### src/rtl/image_control_if.sv
// Signal bundle between image_control, its incoming pixel stream, four line buffers and the
// downstream window consumer.
interface image_control_if;
    logic [3:0]  i_pixel;
    logic        i_pixel_valid;
    logic        o_ready;
    logic [3:0]  o_lb_pixel;
    logic [3:0]  o_lb_wr_en;
    logic [3:0]  o_lb_rd_en;
    logic [47:0] i_lb_data;
    logic [35:0] o_window;
    logic        o_window_valid;
    logic        o_line_done;
    logic        o_wr_gap_err;

    modport master (
        input  i_pixel, i_pixel_valid, i_lb_data,
        output o_ready, o_lb_pixel, o_lb_wr_en, o_lb_rd_en,
        output o_window, o_window_valid, o_line_done, o_wr_gap_err
    );

    modport slave (
        output i_pixel, i_pixel_valid, i_lb_data,
        input  o_ready, o_lb_pixel, o_lb_wr_en, o_lb_rd_en,
        input  o_window, o_window_valid, o_line_done, o_wr_gap_err
    );
endinterface

### src/rtl/image_control.sv
// Rotates incoming lines across four line buffers and reads the three oldest in lockstep to
// build a 3x3 pixel window for the convolution stage.
module image_control #(
    parameter int unsigned LINE_W = 400,
    parameter int unsigned CNT_W  = 11
) (
    input logic             clk,
    input logic             reset,
    image_control_if.master bus
);
    localparam int unsigned PtrW = (LINE_W > 1) ? $clog2(LINE_W) : 1;
    localparam logic [PtrW-1:0]  LastIdx = PtrW'(LINE_W - 1);
    localparam logic [CNT_W-1:0] FullLvl = CNT_W'(4 * LINE_W);
    localparam logic [CNT_W-1:0] ReadLvl = CNT_W'(3 * LINE_W);

    typedef enum logic [0:0] {StIdle, StRead} state_e;

    state_e           state_q, state_d;
    logic [1:0]       wr_sel_q, wr_sel_d;
    logic [1:0]       rd_sel_q, rd_sel_d;
    logic [1:0]       win_sel_q;
    logic [PtrW-1:0]  wr_cnt_q, wr_cnt_d;
    logic [PtrW-1:0]  rd_cnt_q, rd_cnt_d;
    logic [CNT_W-1:0] stored_q, stored_d;
    logic             win_valid_q;
    logic             line_done_q;
    logic             gap_err_q;

    logic             ready;
    logic             accept;
    logic             reading;
    logic [3:0]       rd_en;
    logic [3:0]       wr_en;
    logic [1:0]       win_sel1, win_sel2;
    logic [11:0]      slot [4];
    logic [35:0]      window;

    assign ready   = stored_q < FullLvl;
    assign accept  = bus.i_pixel_valid & ready;
    assign reading = (state_q == StRead);

    // Write path: one-hot steer into the buffer currently being filled.
    always_comb begin
        wr_cnt_d = wr_cnt_q;
        wr_sel_d = wr_sel_q;
        wr_en    = '0;
        if (accept) begin
            wr_en = 4'b0001 << wr_sel_q;
            if (wr_cnt_q == LastIdx) begin
                wr_cnt_d = '0;
                wr_sel_d = wr_sel_q + 2'd1;
            end else begin
                wr_cnt_d = wr_cnt_q + PtrW'(1);
            end
        end
    end

    always_comb begin
        stored_d = stored_q;
        if (accept && !reading) begin
            stored_d = stored_q + CNT_W'(1);
        end else if (!accept && reading) begin
            stored_d = stored_q - CNT_W'(1);
        end
    end

    // Read sequencer: one full row per READ visit, always returning to IDLE for a cycle.
    always_comb begin
        state_d  = state_q;
        rd_cnt_d = rd_cnt_q;
        rd_sel_d = rd_sel_q;
        rd_en    = '0;
        case (state_q)
            StIdle: begin
                if (stored_q >= ReadLvl) begin
                    state_d = StRead;
                end
            end
            StRead: begin
                // Three consecutive buffers from rd_sel; the one just before rd_sel is skipped.
                rd_en = ~(4'b0001 << (rd_sel_q + 2'd3));
                if (rd_cnt_q == LastIdx) begin
                    rd_cnt_d = '0;
                    rd_sel_d = rd_sel_q + 2'd1;
                    state_d  = StIdle;
                end else begin
                    rd_cnt_d = rd_cnt_q + PtrW'(1);
                end
            end
            default: state_d = StIdle;
        endcase
    end

    always_ff @(posedge clk or posedge reset) begin
        if (reset) begin
            state_q     <= StIdle;
            wr_sel_q    <= '0;
            rd_sel_q    <= '0;
            win_sel_q   <= '0;
            wr_cnt_q    <= '0;
            rd_cnt_q    <= '0;
            stored_q    <= '0;
            win_valid_q <= 1'b0;
            line_done_q <= 1'b0;
            gap_err_q   <= 1'b0;
        end else begin
            state_q     <= state_d;
            wr_sel_q    <= wr_sel_d;
            rd_sel_q    <= rd_sel_d;
            wr_cnt_q    <= wr_cnt_d;
            rd_cnt_q    <= rd_cnt_d;
            stored_q    <= stored_d;
            win_valid_q <= reading;
            // Buffer data lags rd_en by a cycle, so the select follows rd_sel one cycle late.
            if (reading) begin
                win_sel_q <= rd_sel_q;
            end
            line_done_q <= win_valid_q & ~reading;
            if (!bus.i_pixel_valid && (wr_cnt_q != '0)) begin
                gap_err_q <= 1'b1;
            end
        end
    end

    assign win_sel1 = win_sel_q + 2'd1;
    assign win_sel2 = win_sel_q + 2'd2;

    always_comb begin
        for (int k = 0; k < 4; k++) begin
            slot[k] = bus.i_lb_data[12*k +: 12];
        end
    end

    always_comb begin
        window = '0;
        if (win_valid_q) begin
            window = {slot[win_sel_q], slot[win_sel1], slot[win_sel2]};
        end
    end

    assign bus.o_ready        = ready;
    assign bus.o_lb_pixel     = bus.i_pixel;
    assign bus.o_lb_wr_en     = wr_en;
    assign bus.o_lb_rd_en     = rd_en;
    assign bus.o_window       = window;
    assign bus.o_window_valid = win_valid_q;
    assign bus.o_line_done    = line_done_q;
    assign bus.o_wr_gap_err   = gap_err_q;
endmodule

### src/flat_wrapper.sv
// flat-port wrapper written by rule: the top's interface ports become plain ports
module image_control_flat 
#(
    parameter int unsigned LINE_W = 400,
    parameter int unsigned CNT_W  = 11
)
  (clk, reset, bus_i_pixel, bus_i_pixel_valid, bus_i_lb_data, bus_o_ready, bus_o_lb_pixel, bus_o_lb_wr_en, bus_o_lb_rd_en, bus_o_window, bus_o_window_valid, bus_o_line_done, bus_o_wr_gap_err);
  image_control_if bus_i ();
  input logic clk;
  input logic reset;
  input wire logic [$bits(bus_i.i_pixel)-1:0] bus_i_pixel;
  input wire logic [$bits(bus_i.i_pixel_valid)-1:0] bus_i_pixel_valid;
  input wire logic [$bits(bus_i.i_lb_data)-1:0] bus_i_lb_data;
  output wire logic [$bits(bus_i.o_ready)-1:0] bus_o_ready;
  output wire logic [$bits(bus_i.o_lb_pixel)-1:0] bus_o_lb_pixel;
  output wire logic [$bits(bus_i.o_lb_wr_en)-1:0] bus_o_lb_wr_en;
  output wire logic [$bits(bus_i.o_lb_rd_en)-1:0] bus_o_lb_rd_en;
  output wire logic [$bits(bus_i.o_window)-1:0] bus_o_window;
  output wire logic [$bits(bus_i.o_window_valid)-1:0] bus_o_window_valid;
  output wire logic [$bits(bus_i.o_line_done)-1:0] bus_o_line_done;
  output wire logic [$bits(bus_i.o_wr_gap_err)-1:0] bus_o_wr_gap_err;
  assign bus_i.i_pixel = bus_i_pixel;
  assign bus_i.i_pixel_valid = bus_i_pixel_valid;
  assign bus_i.i_lb_data = bus_i_lb_data;
  assign bus_o_ready = bus_i.o_ready;
  assign bus_o_lb_pixel = bus_i.o_lb_pixel;
  assign bus_o_lb_wr_en = bus_i.o_lb_wr_en;
  assign bus_o_lb_rd_en = bus_i.o_lb_rd_en;
  assign bus_o_window = bus_i.o_window;
  assign bus_o_window_valid = bus_i.o_window_valid;
  assign bus_o_line_done = bus_i.o_line_done;
  assign bus_o_wr_gap_err = bus_i.o_wr_gap_err;
  image_control #(.LINE_W(LINE_W), .CNT_W(CNT_W)) u_core (.clk(clk), .reset(reset), .bus(bus_i));
endmodule
### config.mk
export PLATFORM = sky130hd
export DESIGN_NAME = image_control_flat
export DESIGN_NICKNAME = d
export VERILOG_FILES = /design/src/rtl/image_control_if.sv /design/src/rtl/image_control.sv /design/src/flat_wrapper.sv
export SDC_FILE = /design/constraint.sdc
export NUM_CORES = 1
export LEC_CHECK = 0
export CAP_MARGIN = 5
export CORE_MARGIN = 3
export CORE_UTILIZATION = 49
export CTS_BUF_LIST = sky130_fd_sc_hd__clkbuf_4 sky130_fd_sc_hd__clkbuf_8
export CTS_CLUSTER_DIAMETER = 60
export DETAILED_ROUTE_END_ITERATION = 12
export PLACE_DENSITY = 0.82
export SETUP_SLACK_MARGIN = 0.2
export SYNTH_ARGS = -nofsm -noshare
export SYNTH_HDL_FRONTEND = slang
export SYNTH_SLANG_ARGS = --single-unit
### constraint.sdc
create_clock -name clk -period 4.1 [get_ports clk]
set_input_delay 0.82 -clock clk [delete_from_list [all_inputs] [get_ports clk]]
set_output_delay 0.82 -clock clk [all_outputs]
set_load 0.05 [all_outputs]
# After elaboration in Yosys (flattened, before gate mapping)
# Cells that the tools add are included.
[classes]
n_addsub = 9
mul = 0
div = 0
n_lt_le_gt_ge = 5
eq_ne = 2
n_shift = 2
muxes = 19
n_bitwise = 7
reduce_logical = 10
[ops]
columns = ["operator", "n"]
rows = [
  ["$bmux 12 s2", 3],
  ["$mux 12", 6],
  ["$mux 36", 1],
  ["$mux 11", 2],
  ["$add 9x1->9 const B", 2],
  ["$eq 9x9->1 const B", 2],
  ["$mux 9", 2],
  ["$add 11x1->11 const B", 1],
  ["$ge 11x11->1 const B", 1],
  ["$lt 11x11->1 const B", 1],
  ["$sub 11x1->11 const B", 1],
  ["$ge 3x3->1 const B", 3],
  ["$not 2->3", 3],
  ["$reduce_bool 9->1", 1],
  ["$mux 4", 2],
  ["$shl 1x2->4 const A", 2],
  ["$add 2x1->2 const B", 3],
  ["$add 2x2->2 const B", 2],
  ["$not 4->4", 1],
  ["$reduce_and 2->1", 2],
  ["$logic_and 1x1->1", 3],
  ["$logic_not 1->1", 3],
  ["$and 1x1->1", 2],
  ["$mux 1", 2],
  ["3 further kinds", 3],
]
[word_totals]
register_bits = 39
latchBits = 0
ram_bits = 0
mem_bits_ro = 0
inputBits = 55
out_inout_bits = 52
word_cells = 64
n_memories = 0

# Depth between registers and ports, before layout
[logic_depth]
ltp_word = 6
mapped_depth = 11

# Worst setup path before layout
# Ideal clock, no wire load.
[synth_path]
kind = "register -> register"
from = "register u_core.stored_q[6]"
to = "register u_core.stored_q[8]"
t_arrival_ns = 3.141
slack_ns = 0.824
stages_incl_launch_ff = 12
n_path_buf = 1
period_less_slack_ns = 3.276
cell_sequence = "dfrtp_1 > o311ai_4 > and2_4 > buf_6 > ha_1 > inv_1 > fa_1 > a211oi_1 > o21bai_1 > a221oi_1 > xor2_1 > o21ai_0"
[synth_between]
elab_chain_len = 5
elab_cells_between_ends = 10
[synth_lines]
columns = ["element", "line_no", "source"]
rows = [
  ["from (decl)", "image_control.sv:24", "logic [CNT_W-1:0] stored_q, stored_d;"],
  ["from (signal assigned)", "image_control.sv:112", "stored_q <= stored_d;"],
  ["$lt 11x11->1 (*)", "image_control.sv:38", "assign ready = stored_q < FullLvl;"],
  ["net bus_o_ready", "flat_wrapper.sv:14", "output wire logic [$bits(bus_i.o_ready)-1:0] bus_o_ready;"],
  ["$and 1x1->1 (*)", "image_control.sv:39", "assign accept = bus.i_pixel_valid & ready;"],
  ["net u_core.accept", "image_control.sv:30", "logic accept;"],
  ["$logic_not 1->1", "image_control.sv:62", "end else if (!accept && reading) begin"],
  ["$logic_and 1x1->1", "image_control.sv:62", ""],
  ["$reduce_bool 2->1 (no source line)", "n/a", ""],
]
# The timed path passes the listed nets; every way through them passes the cells marked *. The select of a mux whose other input is x is not followed.
# A chain may end at the register's enable or synchronous reset.

# Worst setup path after layout
[layout_path]
from = "register u_core.win_sel_q[1]"
to = "output port bus_o_window[14]"
[layout_between]
elab_chain_len = 6
[layout_lines]
columns = ["element", "line_no", "source"]
rows = [
  ["from (decl)", "image_control.sv:21", "logic [1:0] win_sel_q;"],
  ["from (signal assigned)", "image_control.sv:116", "win_sel_q <= rd_sel_q;"],
  ["$add 2x1->2", "image_control.sv:125", "assign win_sel1 = win_sel_q + 2'd1;"],
  ["$not 2->3 (implied by the code)", "image_control.sv:137", "window = {slot[win_sel_q], slot[win_sel1], slot[win_sel2]};"],
  ["$bmux 12 s2", "image_control.sv:137", ""],
  ["$mux 12 (implied by the code) (2 in a row)", "image_control.sv:137", ""],
  ["$mux 36", "image_control.sv:136", "if (win_valid_q) begin"],
  ["to (decl)", "flat_wrapper.sv:18", "output wire logic [$bits(bus_i.o_window)-1:0] bus_o_window;"],
]
# Every way passes these cells. The select of a mux whose other input is x is not followed.

==> results by group <==
Timing
  • Final Max Tran Viols: 0
  • Tightest Pin Transition: around 830 ps
  • Fin. Hold Viols: 0
  • Min Tclk post-route: 3570 ps
  • RSZ-0062 raised after global routing: false
  • Clock Skew: between 1 and 1.5 ps
  • Setup TNS: 0 ps
  • Setup violations, final: 0
  • Final period util: 87.08%
  • Worst rel slew slack: 44.54%
  • Max Clock Freq: 0.2801 GHz

Layout
  • Area delta synth->final: 32.91%
  • Multi-input logic area: 0.002346 mm2
  • Post-Route Utilization: between 60% and 70%
  • Antenna cells: 0
  • Register area: around 980 um2
  • Fillcell total: roughly 540
  • Share of cells above drive strength 1: 15.63%
  • Layout net count: ~490

Routing
  • Vias post-DR: just under 3000
  • First-pass DRT Iterations: 5
  • Drt initial violations: 149
  • WL final: between 8000 and 9000 um
  • DRC violations left: 0
  • Avg WL per Cell: 16.12 um
  • Routed Antenna Nets: 0
  • Vias per cell: 5.742

Power
  • Pwr/cell area: roughly 190 mW/mm2
  • Sw Ratio: about a quarter
  • Int Pwr: 649.3 uW
  • Clock share of power: about a third
  • Flop pwr share: a little over two fifths
  • Maximum vdd drop: 0.0001401 V
  • Logic pwr share: 24.3%
  • Leakage Power: 1.816 nW
  • Psw: around 240 uW

Global routing
  • First-pass GRT wire length: 13820 um
  • Initial antenna violation count: 0
  • GR Layer Usage met1: between 30% and 40%
  • GR peak layer: met2
  • GRT met2 Usage: between 30% and 40%
  • GRT Util Overall: about a fifth
  • Vias in the first global route: 2776
  • Total gr overflow: 0
  • Largest net degree at the start of global routing: 40
  • Met3 Use GR: 3.347%

Yosys
  • Seq cells post-synth: 39
  • Ranking of synthesized cells by area: dfrtp_1, mux4_2, ha_1
  • Register area share after synthesis: between 20% and 30%
  • Synth Area in Adders: just over 8%
  • Fraction of registers with async set/reset: 100.0%
  • Main combinational cell family by area after synthesis: multiplexers
  • Synth Area per Inst: between 10 and 15 um2
  • Post-synthesis compound-gate area fraction: a little under 9%
  • Syn nets: roughly 400
  • Ys flop type: dfrtp_1
  • Post-Synth Simple-Gate Area: about a fifth
  • Mux cell area share after synthesis: around a quarter
  • Post-synth cell types: 45
  • EDFF count, synth: 0
  • Ys Warns: 0
  • Synth area leader: dfrtp_1
  • Xor/xnor share of the synthesized area: just over 5%
  • Mapped Area: between 0.003 and 0.004 mm2
  • Cells after synthesis: ~320
  • Top-area cell type share of the netlist area: 28.18%

Critical path
  • CP Class: reg2out
  • CP Cell Sequence: buf_4, mux4_2, and2_1, clkdlybuf4s50_1
  • Crit start category: flip-flop
  • Worst path max stage delay: 890 ps
  • Worst path slowest cell: dfrtp_1
  • Maximum fanout count along the critical path: 22
  • Top delay family on crit path: buffers and inverters
  • Crit. End Element: output pin
  • CP arrival: 2750 ps
  • CP required: approximately 3300 ps
  • Buf/Inv on CP: 2

Clock network
  • Total CTS buffers: 5
  • Clock root buffer master: clkbuf_8
  • Hold-fix buffers, CTS: 0
  • Reg clk slew, reported paths: ~70 ps
  • Cts repair resizes: 0
  • TritonCTS clock tree: done
  • CTS Buffer Depth: 2
  • Clock sink count: 39
  • Worst-Skew Late Latency: approximately 280 ps
  • CTS H-tree lvls: 2
  • Setup Buffers After CTS: 0

Floorplan
  • Area of the die: 0.008113 mm2
  • Die height: approximately 90 um
  • Initial core utilization: about half
  • Core region area: ~0.0068 mm2
  • Chip Width: 90.07 um
  • Row cnt: 30
  • Io pins: 107

Worst hold path
  • Hold WC Path Type: reg2reg

Outcome
  • Outcome: complete, no violations

Place
  • Port Buffers: 98
  • DP HPWL: ~6300 um
  • GP Congestion: 0.9418

Job
  • Max cap viols: 0
[cell usage after synthesis (3+ instances only)]
master and instances:
buf_4 5, nor2b_1 3, ha_1 21, buf_2 5, nor3_1 3, inv_1 10, nand3_1 15, a21oi_1 11
dfrtp_1 39, mux2i_1 4, nand2_1 22, clkbuf_1 7, mux4_2 36, xnor2_1 8, nor2_1 20, and2_1 38
and3_1 3, o21ai_0 17, and3_2 5, nand4_1 7, xor2_1 12, a21o_1 4, mux2_2 4
[final timing paths]
kind,start,end,slack [ps],cells after the start
setup / recovery,u_core.win_sel_q[1],bus_o_window[14],530,4
hold / removal,u_core.bus.o_wr_gap_err,u_core.bus.o_wr_gap_err,470,1
setup reg to reg,u_core.stored_q[6],u_core.stored_q[8],910,10
hold reg to reg,u_core.bus.o_wr_gap_err,u_core.bus.o_wr_gap_err,470,1
max in group asynchronous,reset,u_core.win_sel_q[0],2770,3
min in group asynchronous,reset,u_core.stored_q[9],950,3
[routing by layer]
layer	wire length, um	vias up
li1	-	1375
met1	3763	1437
met2	3983	121
met3	471	7
met4	34	0
met5	0	-
[cells by family after synthesis]
kind of cell / count (synthesis)
multiplexers: 45
AND/OR/NAND/NOR: 123
XOR/XNOR: 20
buffers and inverters: 29
AO/OA/AOI/OAI: 46
adder cells (fa/ha/maj): 22
flip-flops: 39
[cell usage in the layout, fill, tap and decap left out, types with 12 or more instances in the layout]
cell	Yosys	routed
dfrtp_1	39	38
mux4_2	36	36
ha_1	21	21
nand2_1	22	22
clkdlybuf4s50_1	0	98
o21ai_0	17	17
nor2_1	20	20
and2_1	38	38
nand3_1	15	15
xor2_1	12	12
[registers in the layout, summed over array words and instances (netlist names)]
register                   cells
u_core.win_sel_q               2
u_core.rd_cnt_q                9
u_core.wr_cnt_q                9
u_core.bus.o_window_valid      1
u_core.bus.o_wr_gap_err        1
u_core.bus.o_line_done         1
u_core.wr_sel_q                2
u_core.stored_q               11
u_core.rd_sel_q                2
u_core.reading                 1
[worst reg2reg max path, stage by stage, from the launching register on]
cell and delay, ps:
dfrtp_1 450, o311ai_4 400, and2_4 280, ha_1 230
inv_1 210, fa_1 470, a211oi_1 270, o21bai_1 150
a221oi_1 360, xor2_1 170, o21ai_0 80
[area by class of cell]
class                   instances  area share [%]
clock buffers                   8           2.256
repair buffers                103           22.13
flip-flops and latches         39           21.23
multi-input cells             256           50.96
well taps                      96           2.609
inverters                      10          0.8154
[through the flow]
step	area [um2]	hold slack, ps	instances	power, mW	setup slack [ps]
after global routing	4603	500.9	512	0.9230	372.0
after CTS	4603	482.0	512	0.8972	503.6
after detailed placement	4499	465.1	504	0.6071	418.2
after global placement	4499	452.8	504	0.6037	528.4
final	4603	473.2	512	0.8844	529.7
after floorplan	3463	372.0	324	0.5143	823.6
[power by group through the flow]
stage               registers (mW)  logic (mW)  clock network (mW)
global placement             0.392       0.212                   0
finish                       0.384       0.215               0.285
CTS                          0.384       0.216               0.297
global route                 0.384       0.224               0.314
floorplan                    0.392       0.122                   0
detailed placement           0.392       0.215                   0
Power figures use the tool's default switching activity.
